$ cat config.mk
export PLATFORM = sky130hd
export DESIGN_NAME = rv32_instr_encoder
export DESIGN_NICKNAME = d
export VERILOG_FILES = /design/src/rtl/rv32_instr_encoder.sv
export SDC_FILE = /design/constraint.sdc
export NUM_CORES = 1
export LEC_CHECK = 0
export ABC_CLOCK_PERIOD_IN_PS = 1300
export BUFFER_PORTS_ARGS = -buffer_cell sky130_fd_sc_hd__buf_2
export CAP_MARGIN = 20
export CORE_AREA = 2 2 110 112
export CTS_CLUSTER_DIAMETER = 120
export CTS_CLUSTER_SIZE = 24
export DETAILED_ROUTE_END_ITERATION = 10
export DIE_AREA = 0 0 112 114
export GPL_TIMING_DRIVEN = 1
export PLACE_DENSITY = 0.8
export SKIP_CTS_REPAIR_TIMING = 1
export SLEW_MARGIN = 20
export SYNTH_ARGS = -nofsm -noshare
export SYNTH_HDL_FRONTEND = slang
export SYNTH_SLANG_ARGS = --single-unit
$ cat constraint.sdc
create_clock -name clk -period 1.3 [get_ports clk]
set_input_delay 0.26 -clock clk [delete_from_list [all_inputs] [get_ports clk]]
set_output_delay 0.26 -clock clk [all_outputs]
set_load 0.005 [all_outputs]
$ cat src/rtl/rv32_instr_encoder.sv
// RV32I instruction encoder: two-stage valid/ready pipeline that
// assembles R/I/S/B/U/J words from decoded fields, flags malformed ones.
// Ports: in_* field bundle with in_valid/in_ready handshake;
//        out_instr/out_fmt/out_err with out_valid/out_ready handshake;
//        err_sticky (first emitted error), out_count (emits, wraps).
// Optional: define ENC_RANGE_CHECK_EN to flag out-of-range immediates.
module rv32_instr_encoder #(
   parameter int CNT_W = 16
) (
   input  logic             clk,
   input  logic             rst_n,
   input  logic             in_valid,
   output logic             in_ready,
   input  logic [2:0]       in_fmt,
   input  logic [6:0]       in_opcode,
   input  logic [4:0]       in_rd,
   input  logic [4:0]       in_rs1,
   input  logic [4:0]       in_rs2,
   input  logic [2:0]       in_funct3,
   input  logic [6:0]       in_funct7,
   input  logic [31:0]      in_imm,
   output logic             out_valid,
   input  logic             out_ready,
   output logic [31:0]      out_instr,
   output logic [2:0]       out_fmt,
   output logic             out_err,
   output logic             err_sticky,
   output logic [CNT_W-1:0] out_count
);

   localparam logic [2:0] FMT_R = 3'd0;
   localparam logic [2:0] FMT_I = 3'd1;
   localparam logic [2:0] FMT_S = 3'd2;
   localparam logic [2:0] FMT_B = 3'd3;
   localparam logic [2:0] FMT_U = 3'd4;
   localparam logic [2:0] FMT_J = 3'd5;

   typedef struct packed {
      logic [2:0]  fmt;
      logic [6:0]  opcode;
      logic [4:0]  rd;
      logic [4:0]  rs1;
      logic [4:0]  rs2;
      logic [2:0]  funct3;
      logic [6:0]  funct7;
      logic [31:0] imm;
   } fields_t;

   fields_t     s1;
   logic        s1_valid;
   logic        s2_valid;
   logic        s2_load;
   logic        emit;
   logic [31:0] enc_word;
   logic        enc_err;
   logic        fmt_bad;
   logic        align_bad;
   logic        range_bad;
   logic        is_r, is_i, is_s, is_b, is_u, is_j;

   assign s2_load   = !s2_valid || out_ready;
   assign in_ready  = !s1_valid || s2_load;
   assign out_valid = s2_valid;
   assign emit      = s2_valid && out_ready;

   always_ff @(posedge clk or negedge rst_n) begin
      if (!rst_n) begin
         s1_valid <= 1'b0;
         s1       <= '0;
      end else if (in_ready) begin
         s1_valid <= in_valid;
         if (in_valid) begin
            s1.fmt    <= in_fmt;
            s1.opcode <= in_opcode;
            s1.rd     <= in_rd;
            s1.rs1    <= in_rs1;
            s1.rs2    <= in_rs2;
            s1.funct3 <= in_funct3;
            s1.funct7 <= in_funct7;
            s1.imm    <= in_imm;
         end
      end
   end

   assign is_r = (s1.fmt == FMT_R);
   assign is_i = (s1.fmt == FMT_I);
   assign is_s = (s1.fmt == FMT_S);
   assign is_b = (s1.fmt == FMT_B);
   assign is_u = (s1.fmt == FMT_U);
   assign is_j = (s1.fmt == FMT_J);

   always_comb begin
      enc_word  = 32'h0;
      fmt_bad   = 1'b0;
      align_bad = 1'b0;
      unique case (1'b1)
         is_r: enc_word = {s1.funct7, s1.rs2, s1.rs1,
                           s1.funct3, s1.rd, s1.opcode};
         is_i: enc_word = {s1.imm[11:0], s1.rs1,
                           s1.funct3, s1.rd, s1.opcode};
         is_s: enc_word = {s1.imm[11:5], s1.rs2, s1.rs1,
                           s1.funct3, s1.imm[4:0], s1.opcode};
         is_b: begin
            enc_word  = {s1.imm[12], s1.imm[10:5], s1.rs2,
                         s1.rs1, s1.funct3, s1.imm[4:1],
                         s1.imm[11], s1.opcode};
            align_bad = s1.imm[0];
         end
         is_u: enc_word = {s1.imm[31:12], s1.rd, s1.opcode};
         is_j: begin
            enc_word  = {s1.imm[20], s1.imm[10:1], s1.imm[11],
                         s1.imm[19:12], s1.rd, s1.opcode};
            align_bad = s1.imm[0];
         end
         default: fmt_bad = 1'b1;
      endcase
   end

`ifdef ENC_RANGE_CHECK_EN
   // A signed value fits N bits when all bits above N-1 match the sign.
   logic fits_12, fits_13, fits_21;
   assign fits_12 = (&s1.imm[31:11]) || !(|s1.imm[31:11]);
   assign fits_13 = (&s1.imm[31:12]) || !(|s1.imm[31:12]);
   assign fits_21 = (&s1.imm[31:20]) || !(|s1.imm[31:20]);

   always_comb begin
      range_bad = 1'b0;
      unique case (1'b1)
         is_i, is_s: range_bad = !fits_12;
         is_b:       range_bad = !fits_13;
         is_j:       range_bad = !fits_21;
         is_u:       range_bad = |s1.imm[11:0];
         default:    range_bad = 1'b0;
      endcase
   end
`else
   assign range_bad = 1'b0;
`endif

   assign enc_err = fmt_bad || align_bad || range_bad ||
                    (s1.opcode[1:0] != 2'b11);

   // Payload only moves with a real bundle so a stalled or
   // draining output keeps its last word.
   always_ff @(posedge clk or negedge rst_n) begin
      if (!rst_n) begin
         s2_valid  <= 1'b0;
         out_instr <= 32'h0;
         out_fmt   <= 3'd0;
         out_err   <= 1'b0;
      end else if (s2_load) begin
         s2_valid <= s1_valid;
         if (s1_valid) begin
            out_instr <= enc_word;
            out_fmt   <= s1.fmt;
            out_err   <= enc_err;
         end
      end
   end

   always_ff @(posedge clk or negedge rst_n) begin
      if (!rst_n) begin
         err_sticky <= 1'b0;
         out_count  <= '0;
      end else if (emit) begin
         out_count <= out_count + 1'b1;
         if (out_err) err_sticky <= 1'b1;
      end
   end

endmodule

==> run summary <==
The worst slack at placement is -188 ps. Setup violations remaining at the end of the flow were counted as 83. The maximum number of pins on one net before global-route repair came out at 91. For the final database, setup skew stands at 6.72 ps. Leaving out fill and tap cells, the most frequent cell in the layout is sky130_fd_sc_hd__dfrtp_1. The latest clock arrival within the worst-skew pair came out at 410 ps. The initial antenna violation count came out at 0.

The total global-route track usage came out at 0.203. Of all nets on the critical path, the largest fanout is 4. The count of pins over their slew limit was 0. The distinct cell type count after synthesis came out at 42. The number of hold-slack violations in the final timing report came to 0. The tightest slew margin relative to the limit is 0.675. The minimum setup slack in the final design came out at -125 ps.

The average footprint of a synthesized cell is 13.1 µm². The area enclosed by the die boundary is 12800 µm². In this run the core area contains 40 standard-cell rows. The count of buffers from port buffering is 125. For this block, the initial DRC count from the detailed router was 188.

The number of global-route vias before repair is 3985. The congestion estimate from routability-driven global placement came to 0.852. The number of enable-type register cells in the synthesized netlist is 0.

The worst reg-to-reg path cell count is 5. The worst register-to-register path begins at out_count[0]$_DFFE_PN0P_. The initial core utilization is 0.447. The first global-routing pass estimated 20.2 mm of wire. The flow ran to the end, but the final reports show violations. STA classifies the critical path startpoint as a register.

The total chip power came out at 12.2 mW. The final period demand of the worst path came out at 1420 ps. When the netlist entered floorplanning its net count stood at 471. The remaining antenna violation count came out at 0. The path with the worst hold slack has its endpoint at s1[15]$_DFFE_PN0P_. The maximum clock path buffer count came out at 2. The data arrival time of the critical path is 1160 ps.

The floorplan core area came out at 11700 µm². The final worst-path cycle share came out at 1.10. The leakage power came out at 3.53 nW. The number of storage elements in the synthesis netlist came out at 122.

The final antenna diode count is 0. The total placed cells including tap cells is 691. The worst-margin pin slew came out at 487 ps. In the final routed layout, each cell accounts on average for 18.3 µm. The most used flip-flop cell after synthesis is sky130_fd_sc_hd__dfrtp_1. The cell chosen for the clock root is sky130_fd_sc_hd__clkbuf_16. Setup repair after global routing could not meet its margin everywhere. The final reports fail on negative setup slack. The worst hold path was traced through 2 stages. The number of placed I/O pins is 126. The layout overhead on the synthesized area came out at 40.0%. The synthesis warning total came out at 0. The number of levels in the clock H-tree is 4. Counting the buffers created by CTS gives 17. The final core area utilization is 0.625. The total grt overflow is 0. The type of element capturing the critical path is a primary output. Final hold analysis gives a worst-case slack of 80.3 ps. In this run the worst setup path begins at out_valid$_DFFE_PN0P_. The net count reported at finish is 654. The post-route non-filler standard cell count is 739.

The number of vias per cell after detailed routing came out at 5.28. The setup slack on the worst flop-to-flop path came out at -90 ps. The area of the mapped netlist is 5230 µm². The number of maximum-capacitance constraint violations came out at 0.

The worst vdd rail ir drop came out at 1040 µV. The proportion of synthesized chip area in sequential cells came out at 0.584. The half-perimeter wire length after detailed placement came out at 8.84 mm. The TritonCTS clock tree is done. The instance count of the mapped netlist came out at 399. Summing over every cut layer, the via total after detailed routing is 3902. After detailed routing, the total wire length is 13.5 mm. From bottom edge to top edge, the die measures 114 µm. The floorplan die width came out at 112 µm. The total power divided by cell area came out at 1670 nW/µm². The category of the critical setup timing path is reg -> out. The remaining routing DRC violations is 0. For this run, the detailed router's first-pass iteration total came to 4. The endpoint identified for the worst register-to-register timing path is out_count[6]$_DFFE_PN0P_.

The CTS clock-pin slew for the worst setup and hold paths came out at 60 ps. The share of cells above drive strength 1 is 0.551. The worst hold path begins at in_imm[15]. The clock drives 122 sinks. The share of synthesized registers carrying an async set or reset is 1.00. The tightest min-delay check is of the in -> reg type. The peak clock frequency supported by timing is 702 MHz. Leaving out fill and tap cells, the most frequent cells in the layout are 120 x sky130_fd_sc_hd__dfrtp_1, 116 x sky130_fd_sc_hd__buf_2, 40 x sky130_fd_sc_hd__nor2_1, 40 x sky130_fd_sc_hd__mux2_2, 37 x sky130_fd_sc_hd__buf_4. The data required time of the critical path came out at 1040 ps.
## critical path, cell delays in order (launching register included)
cell and delay [ps]:
sky130_fd_sc_hd__dfrtp_2 410, sky130_fd_sc_hd__nand3b_4 110, sky130_fd_sc_hd__buf_6 130, sky130_fd_sc_hd__buf_6 110
## kinds of logic (layout without fill, tap and decap cells)
| kind of cell | count (synthesis) | in the layout | synth area share |
|---|---|---|---|
| AO/OA/AOI/OAI | 58 | 58 | 0.0840 |
| XOR/XNOR | 15 | 15 | 0.0251 |
| adder cells (fa/ha/maj) | 1 | 1 | 0.00239 |
| buffers and inverters | 27 | 220 | 0.0306 |
| flip-flops | 122 | 122 | 0.584 |
| multiplexers | 78 | 78 | 0.188 |
| AND/OR/NAND/NOR | 98 | 98 | 0.0866 |
## per-layer routing
layer / up-vias / track usage / share of wire
met3: 27 / 0.0685 / 0.054
met2: 137 / 0.334 / 0.51
met4: 0 / 0.0659 / 0.024
li1: 1787 / - / -
met1: 1951 / 0.255 / 0.41
met5: - / 0 / 0
## state kept, by name, indices dropped and copies added, names as in the netlist
name	count
err_sticky	1
out_fmt	3
s1_valid	1
out_valid	1
s1	67
out_count	16
out_err	1
out_instr	32
## stage by stage
step | setup TNS [ps] | cell area (µm²)
finish | -2670 | 7320
global route | -9140 | 7320
CTS | -3210 | 6840
detailed placement | -5890 | 6310
global placement | -3060 | 6310
floorplan | -159 | 5270
## power by group
group / switching (mW) / internal, mW
clock network: 1.58 / 2.58
logic: 1.36 / 1.71
registers: 0.512 / 4.50
total: 3.45 / 8.78
## synth_stat cells, types with 3 or more instances
cell type                  number  share of area
sky130_fd_sc_hd__nand3_1        8         0.0077
sky130_fd_sc_hd__nand2b_1       3         0.0036
sky130_fd_sc_hd__a22o_1        12          0.020
sky130_fd_sc_hd__a21oi_1        3         0.0029
sky130_fd_sc_hd__dfrtp_1      122           0.58
sky130_fd_sc_hd__a221oi_1      19          0.032
sky130_fd_sc_hd__mux2_2        40          0.086
sky130_fd_sc_hd__nor2_1        46          0.033
sky130_fd_sc_hd__mux2_4        30          0.086
sky130_fd_sc_hd__mux2i_1        8          0.015
sky130_fd_sc_hd__xor2_1         6          0.010
sky130_fd_sc_hd__nor2b_1        3         0.0036
sky130_fd_sc_hd__a22oi_1        5         0.0072
sky130_fd_sc_hd__inv_1          3         0.0022
sky130_fd_sc_hd__nand2_1       24          0.017
sky130_fd_sc_hd__buf_6          5          0.011
sky130_fd_sc_hd__xnor2_1        9          0.015
sky130_fd_sc_hd__buf_2         14          0.013
sky130_fd_sc_hd__o21ai_0       11          0.011
## worst max path at each step
stage | endpoint | slack (ps) | depth (start not counted)
finish | in_ready | -120 | 3
global route | in_ready | -180 | 3
CTS | out_instr[22]$_DFFE_PN0P_ | -220 | 4
detailed placement | out_instr[22]$_DFFE_PN0P_ | -190 | 4
global placement | out_instr[24]$_DFFE_PN0P_ | -140 | 4
floorplan | s1[0]$_DFFE_PN0P_ | -5 | 5
## layout make-up
class | count | area (µm²)
fillers | 890 | 4390
flip-flops and latches | 122 | 3060
multi-input cells | 250 | 2220
repair buffers | 186 | 1310
clock buffers | 21 | 480
well taps | 147 | 184
clock inverters | 8 | 47.5
inverters | 5 | 22.5
Note: power is estimated with default switching activity, not from simulation.
